==> config.mk <==
export PLATFORM = sky130hd
export DESIGN_NAME = fp_addsub_normalize
export DESIGN_NICKNAME = d
export VERILOG_FILES = /design/src/rtl/float_pkg.sv /design/src/rtl/fp_sig_addsub.sv /design/src/rtl/fp_addsub_normalize.sv
export SDC_FILE = /design/constraint.sdc
export NUM_CORES = 1
export LEC_CHECK = 0
export CORE_ASPECT_RATIO = 1.75
export CORE_MARGIN = 4
export CORE_UTILIZATION = 43
export DETAILED_ROUTE_END_ITERATION = 8
export PLACE_DENSITY_LB_ADDON = 0.2
export SLEW_MARGIN = 30
export SYNTH_ARGS = -nofsm -noshare
export SYNTH_HDL_FRONTEND = slang
export SYNTH_HIERARCHICAL = 1
export SYNTH_SLANG_ARGS = --single-unit
==> constraint.sdc <==
create_clock -name clock -period 8.3 [get_ports clock]
set_clock_uncertainty 0.2 [all_clocks]
set_input_delay 1.66 -clock clock [delete_from_list [all_inputs] [get_ports clock]]
set_output_delay 1.66 -clock clock [all_outputs]
set_load 0.1 [all_outputs]
==> src/rtl/float_pkg.sv <==
// Single-precision float layout plus shared types for the add/subtract
// normalization stage.
package float_pkg;

   localparam int unsigned EXPONENT_BITS = 8;
   localparam int unsigned FRACTION_BITS = 23;
   localparam int unsigned SIG_BITS      = FRACTION_BITS + 1;

   typedef struct packed {
      logic                     sign;
      logic [EXPONENT_BITS-1:0] exponent;
      logic [FRACTION_BITS-1:0] fraction;
   } float;

   typedef enum logic [1:0] {IDLE, ADD, NORM, DONE} addnorm_state_t;

   function automatic float make_float(input logic                     s,
                                       input logic [EXPONENT_BITS-1:0] e,
                                       input logic [FRACTION_BITS-1:0] f);
      float v;
      v.sign     = s;
      v.exponent = e;
      v.fraction = f;
      return v;
   endfunction

endpackage

==> src/rtl/fp_sig_addsub.sv <==
// Signed-magnitude significand add/subtract: magnitude is one bit wider than
// the significand so a same-sign carry is visible.
module fp_sig_addsub
   import float_pkg::*;
(
   input  logic [SIG_BITS-1:0] sig_b,
   input  logic [SIG_BITS-1:0] sig_s,
   input  logic                sign_b,
   input  logic                sign_s,
   output logic                carry,
   output logic [SIG_BITS:0]   magnitude,
   output logic                sign,
   output logic                zero
);

   always_comb begin
      if (sign_b == sign_s) begin
         magnitude = {1'b0, sig_b} + {1'b0, sig_s};
         sign      = sign_b;
      end else if (sig_b >= sig_s) begin
         magnitude = {1'b0, sig_b - sig_s};
         sign      = sign_b;
      end else begin
         magnitude = {1'b0, sig_s - sig_b};
         sign      = sign_s;
      end
      carry = magnitude[SIG_BITS];
      zero  = (magnitude == '0);
   end

endmodule

==> src/rtl/fp_addsub_normalize.sv <==
// FP adder back end: adds/subtracts aligned significands, normalizes one
// left shift per cycle, and presents a truncated result over valid/ready.
module fp_addsub_normalize
   import float_pkg::*;
(
   input  logic clock,
   input  logic reset,
   input  logic in_valid,
   output logic in_ready,
   input  float bign,
   input  float aligned,
   input  logic small_hidden,
   output logic out_valid,
   input  logic out_ready,
   output float result,
   output logic busy
);

   addnorm_state_t state, state_n;
   logic [SIG_BITS-1:0]      sig, sig_n, sig_s, sig_s_n, sig_shift;
   logic [EXPONENT_BITS-1:0] exp, exp_n, exp_inc, exp_dec;
   logic                     sign_b, sign_b_n, sign_s, sign_s_n, res_sign, res_sign_n;
   float                     result_n;
   logic                     sum_carry, sum_sign, sum_zero;
   logic [SIG_BITS:0]        magnitude;
   logic                     unused_bits;

   // the aligned exponent equals bign's by construction
   assign unused_bits = ^aligned.exponent;

   fp_sig_addsub u_addsub (
      .sig_b     (sig),
      .sig_s     (sig_s),
      .sign_b    (sign_b),
      .sign_s    (sign_s),
      .carry     (sum_carry),
      .magnitude (magnitude),
      .sign      (sum_sign),
      .zero      (sum_zero)
   );

   assign in_ready  = (state == IDLE);
   assign out_valid = (state == DONE);
   assign busy      = (state != IDLE);
   assign exp_inc   = exp + 1'b1;
   assign exp_dec   = exp - 1'b1;
   assign sig_shift = {sig[SIG_BITS-2:0], 1'b0};

   always_ff @(posedge clock) begin
      if (reset) begin
         state    <= IDLE;
         sig      <= '0;
         sig_s    <= '0;
         exp      <= '0;
         sign_b   <= 1'b0;
         sign_s   <= 1'b0;
         res_sign <= 1'b0;
         result   <= '0;
      end else begin
         state    <= state_n;
         sig      <= sig_n;
         sig_s    <= sig_s_n;
         exp      <= exp_n;
         sign_b   <= sign_b_n;
         sign_s   <= sign_s_n;
         res_sign <= res_sign_n;
         result   <= result_n;
      end
   end

   always_comb begin
      state_n    = state;
      sig_n      = sig;
      sig_s_n    = sig_s;
      exp_n      = exp;
      sign_b_n   = sign_b;
      sign_s_n   = sign_s;
      res_sign_n = res_sign;
      result_n   = result;
      case (state)
         IDLE: begin
            if (in_valid) begin
               sig_n    = {1'b1, bign.fraction};
               sig_s_n  = {small_hidden, aligned.fraction};
               exp_n    = bign.exponent;
               sign_b_n = bign.sign;
               sign_s_n = aligned.sign;
               state_n  = ADD;
            end
         end
         ADD: begin
            res_sign_n = sum_sign;
            state_n    = DONE;
            if (exp == '1) begin
               result_n = make_float(sign_b, exp, sig[FRACTION_BITS-1:0]);
            end else if (exp == '0) begin
               result_n = make_float(sign_b & sign_s, '0, '0);
            end else if (sum_zero) begin
               result_n = '0;
            end else if (sum_carry) begin
               sig_n = magnitude[SIG_BITS:1];
               exp_n = exp_inc;
               if (exp_inc == '1) result_n = make_float(sum_sign, '1, '0);
               else result_n = make_float(sum_sign, exp_inc, magnitude[FRACTION_BITS:1]);
            end else begin
               sig_n = magnitude[SIG_BITS-1:0];
               if (magnitude[FRACTION_BITS])
                  result_n = make_float(sum_sign, exp, magnitude[FRACTION_BITS-1:0]);
               else
                  state_n = NORM;
            end
         end
         NORM: begin
            // flush once the exponent would hit zero: no denormals are produced
            if (exp <= EXPONENT_BITS'(1)) begin
               result_n = make_float(res_sign, '0, '0);
               state_n  = DONE;
            end else begin
               sig_n = sig_shift;
               exp_n = exp_dec;
               if (sig_shift[FRACTION_BITS]) begin
                  result_n = make_float(res_sign, exp_dec, sig_shift[FRACTION_BITS-1:0]);
                  state_n  = DONE;
               end
            end
         end
         DONE: begin
            if (out_ready) state_n = IDLE;
         end
         default: state_n = IDLE;
      endcase
   end

endmodule

==> results <==
- The number of setup buffers added after CTS is 0.
- The post-synthesis compound-gate area fraction is 32.82%.
- In the routed design, unresolved DRC markers number 0.
- The CTS tree is yes.
- The startpoint-to-endpoint class of the critical path is flip-flop to flip-flop.
- In the final layout, the share of cells above drive strength 1 is 5.732%.
- The number of global-route vias before repair is 9496.
- The floorplan has 71 rows.
- In the final layout, the multi-input gates occupy 0.006743 sq mm.
- The synthesized design contains 93 register bits.
- The biggest fanout along the worst timing path is 14.
- The post-synthesis async set-or-reset flop share is 0%.
- The number of nets at the end of the flow is 1475.
- In this run the horizontal extent of the chip is 119.3 microns.
- The run finished with clean final reports.
- The post-cts hold buffer count is 0.
- The main combinational cell family by area after synthesis is compound AO/OA/AOI/OAI gates.
- The total of buffers placed on input and output ports is 95.
- The instance count of the mapped netlist is 1300.
- The area share of the leading cell type in the synthesized netlist is 19.97%.
- The worst path uses 79.57% of the clock period.
- The net count after synthesis is 1454.
- In the post-synthesis netlist, the biggest area contributors are sky130_fd_sc_hd__dfxtp_1 (20%), sky130_fd_sc_hd__ha_1 (11%), sky130_fd_sc_hd__nand2_1 (8.6%).
- Data on the critical path is required at its endpoint by 8.31 ns.
- Dividing the detail-routed via count by the number of cells gives 6.054.
- The detailed-route wire length is 33.49 mm.
- The area of all placed cells without fillers is 0.01063 sq mm.
- The mean post-synth cell area is 7.173 sq um.
- The number of antenna diodes in the final layout is 0.
- Measured along the y axis, the die boundary spans 202.8 microns.
- The final number of setup-violating endpoints is 0.
- The maximum number of pins on one net before global-route repair is 96.
- The synthesized design contains 0 enable-type register cells.
- The worst setup path is launched from a flip-flop.
- The first global-routing pass estimated 52.12 mm of wire.
- Summing the areas of all fa, ha and maj instances in the mapped netlist gives 11.65% of the synthesized area.
- The first-pass iteration count of the detailed router is 6.
- After layout, the worst setup slack is 1.696 ns.
- The routed wirelength normalized by instance count is 20.70 microns.
- The combined flip-flop and latch cell area is 0.001862 sq mm.
- The number of hold violations in the final report is 0.
- Subtracting the final worst setup slack from the clock period gives 6.604 ns.
- The routability-driven placement congestion ratio is 0.9700.
- The max-capacitance violation count is 0.
- The via count is 9796.
- The reg-to-reg setup timing slack is 1.70 ns.
- The root buffer cell is sky130_fd_sc_hd__clkbuf_16.
- The critical path endpoint category is a flip-flop.
- Once detail routing completed, the nets flagged for antenna violations numbered 0.
- At the placement stage, the worst setup path has a slack of 1.729 ns.
- Data on the critical path arrives at its endpoint at 6.62 ns.
- The area growth from synthesis to layout is 13.95%.
- After floorplanning, the core was sized to cover 0.02141 sq mm.
- The number of design-rule violations left by the first detailed-router iteration is 771.
- The remaining global-route overflow is 0.
- The post-synthesis share of cell area spent on and, or, nand and nor gates is 22.29%.
- The clock transition at the registers of the reported paths is 0.07 ns.
- The post-synthesis mux area share is 1.972%.
- In this run the deepest clock path goes through 2 buffers.
- For this design the top-level I/O count stands at 104.
- The initial standard-cell utilization of the core is 43.56%.
- Sequential elements use 19.97% of the synthesized area.
- After legalization and detailed placement, the total HPWL measured 25.18 mm.
- The placement-stage cell area is 0.01033 sq mm.
- The total standard cell area after synthesis is 0.009325 sq mm.
- For the final routed database, the setup TNS stands at 0 ns.
- The clock drives 93 sinks.
- The number of antenna violations at the first check in global routing is 0.
- The count of pins over their slew limit is 0.
- The die covers 0.02420 sq mm.
- Across every metal layer, demand over resource in global routing totals 27.06%.
- The min-delay analysis places its worst path in the category flip-flop to flip-flop.
- After Yosys synthesis, XOR and XNOR cells account for 3.006% of the synthesized area.
- The total clock buffers created by CTS is 9.
- Measured against its own limit, the worst slew margin works out to 33.20%.
- The synthesis warning total is 6.
- Derived from the worst setup path, the maximum achievable clock frequency is 0.1514 GHz.
- The synthesized netlist contains 91 unique library cells.
- The clock latency at the later pin of the worst-skew pair is 0.36 ns.
- The biggest area contributor in the post-synthesis netlist is sky130_fd_sc_hd__dfxtp_1.
- The most common flop cell mapped by yosys is sky130_fd_sc_hd__dfxtp_1.
- The number of fillers in the final layout is 2218.
- At the pin with the least slew margin, the transition time is 0.9989 ns.
- The total of cells resized after clock tree synthesis is 0.
- Setup repair after global routing left no endpoint under its margin.
- The maximum level of the CTS H-tree is 3.
- The post-route worst hold slack is 0.2915 ns.
==> final timing paths <==
path / startpoint / to / depth (start not counted)
max: sig_s[14] / result[22] / 19
min: result[0] / result[0] / 2
max reg2reg: sig_s[14] / result[22] / 19
min reg2reg: result[0] / result[0] / 2
==> sequential cells by signal, summed over array words and instances, names as in the netlist <==
register	count
res_sign	1
sig	24
sign_s	1
exp	8
state	2
result	32
sig_s	24
sign_b	1
==> Yosys cell counts, types with 21 or more instances <==
cell,n
sky130_fd_sc_hd__nor2_1,118
sky130_fd_sc_hd__nor3_1,28
sky130_fd_sc_hd__a211oi_1,29
sky130_fd_sc_hd__o21ai_0,42
sky130_fd_sc_hd__o211ai_1,35
sky130_fd_sc_hd__ha_1,82
sky130_fd_sc_hd__nand2_1,214
sky130_fd_sc_hd__dfxtp_1,93
sky130_fd_sc_hd__clkbuf_1,56
sky130_fd_sc_hd__inv_1,86
sky130_fd_sc_hd__buf_2,21
sky130_fd_sc_hd__a22oi_1,27
sky130_fd_sc_hd__a21oi_1,128
sky130_fd_sc_hd__xnor2_1,25
==> cell families after synthesis <==
| kind of cell | after synthesis |
|---|---|
| adders and majority gates | 85 |
| muxes | 17 |
| DFF | 93 |
| xor gates and xnor gates | 32 |
| AOI/OAI and AO/OA | 427 |
| and+or+nand+nor | 464 |
| buffers and inverters | 182 |
==> final cells by class <==
type                    count  share of cell area, %
well taps                 292                  3.438
inverters                  86                  3.038
multi-input cells        1025                  63.45
flip-flops and latches     93                  17.52
repair buffers            106                  9.737
clock inverters             6                 0.6594
clock buffers              10                  2.155
==> worst max-delay path: stages (launching register included) <==
cell                        delay, ns
sky130_fd_sc_hd__dfxtp_1         0.41
sky130_fd_sc_hd__inv_1           0.06
sky130_fd_sc_hd__ha_1            0.54
sky130_fd_sc_hd__nand2_1         0.22
sky130_fd_sc_hd__o21ai_0         0.51
sky130_fd_sc_hd__a21oi_1         0.17
sky130_fd_sc_hd__a21oi_2         0.61
sky130_fd_sc_hd__nor2_1          0.15
sky130_fd_sc_hd__or4_1           0.47
sky130_fd_sc_hd__a22oi_1         0.34
sky130_fd_sc_hd__or4b_1          0.49
sky130_fd_sc_hd__nor4b_2         0.25
sky130_fd_sc_hd__nand4bb_1       0.14
sky130_fd_sc_hd__and4bb_1        0.33
sky130_fd_sc_hd__a31oi_1         0.05
sky130_fd_sc_hd__buf_4           0.18
sky130_fd_sc_hd__nand2_1         0.24
sky130_fd_sc_hd__a311oi_2        0.20
sky130_fd_sc_hd__a222oi_1        0.71
sky130_fd_sc_hd__a211oi_1        0.16
==> routing by layer <==
| metal | GRT usage [%] | vias up | share of wire [%] |
|---|---|---|---|
| met5 | 0 | - | 0 |
| met3 | 2.369 | 91 | 3.7 |
| met2 | 50.84 | 331 | 53 |
| li1 | - | 4731 | - |
| met1 | 29.89 | 4643 | 38 |
| met4 | 13.81 | 0 | 5.2 |
==> cells in the final DEF (no fill, tap or decap), drive strengths merged, types with 12 or more instances in the layout <==
| cell type | netlist | routed |
|---|---|---|
| nand2 | 214 | 214 |
| a21oi | 129 | 129 |
| nor2 | 118 | 118 |
| clkdlybuf4s50 | 0 | 94 |
| dfxtp | 93 | 93 |
| inv | 86 | 88 |
| ha | 82 | 82 |
| o21ai | 44 | 44 |
| o211ai | 35 | 35 |
| a211oi | 30 | 30 |
| nor3 | 29 | 29 |
| a22oi | 27 | 27 |
| xnor2 | 25 | 25 |
| nand3 | 19 | 19 |
| nand2b | 18 | 18 |
| a311oi | 18 | 18 |
| a21o | 17 | 17 |
| a221o | 14 | 14 |
| a31oi | 13 | 13 |
| nand4 | 13 | 13 |
| buf | 39 | 12 |
==> per-stage QoR <==
stage          cells  util, %
5_1_grt         1618    49.63
3_5_place_dp    1602    48.23
3_3_place_gp    1602    48.19
6_report        1618    49.63
2_1_floorplan   1300        -
4_1_cts         1618    49.63
Power is left out: the tool's default activity adds up to more than one toggle a clock period on the data nets, which glitch-free logic cannot reach.
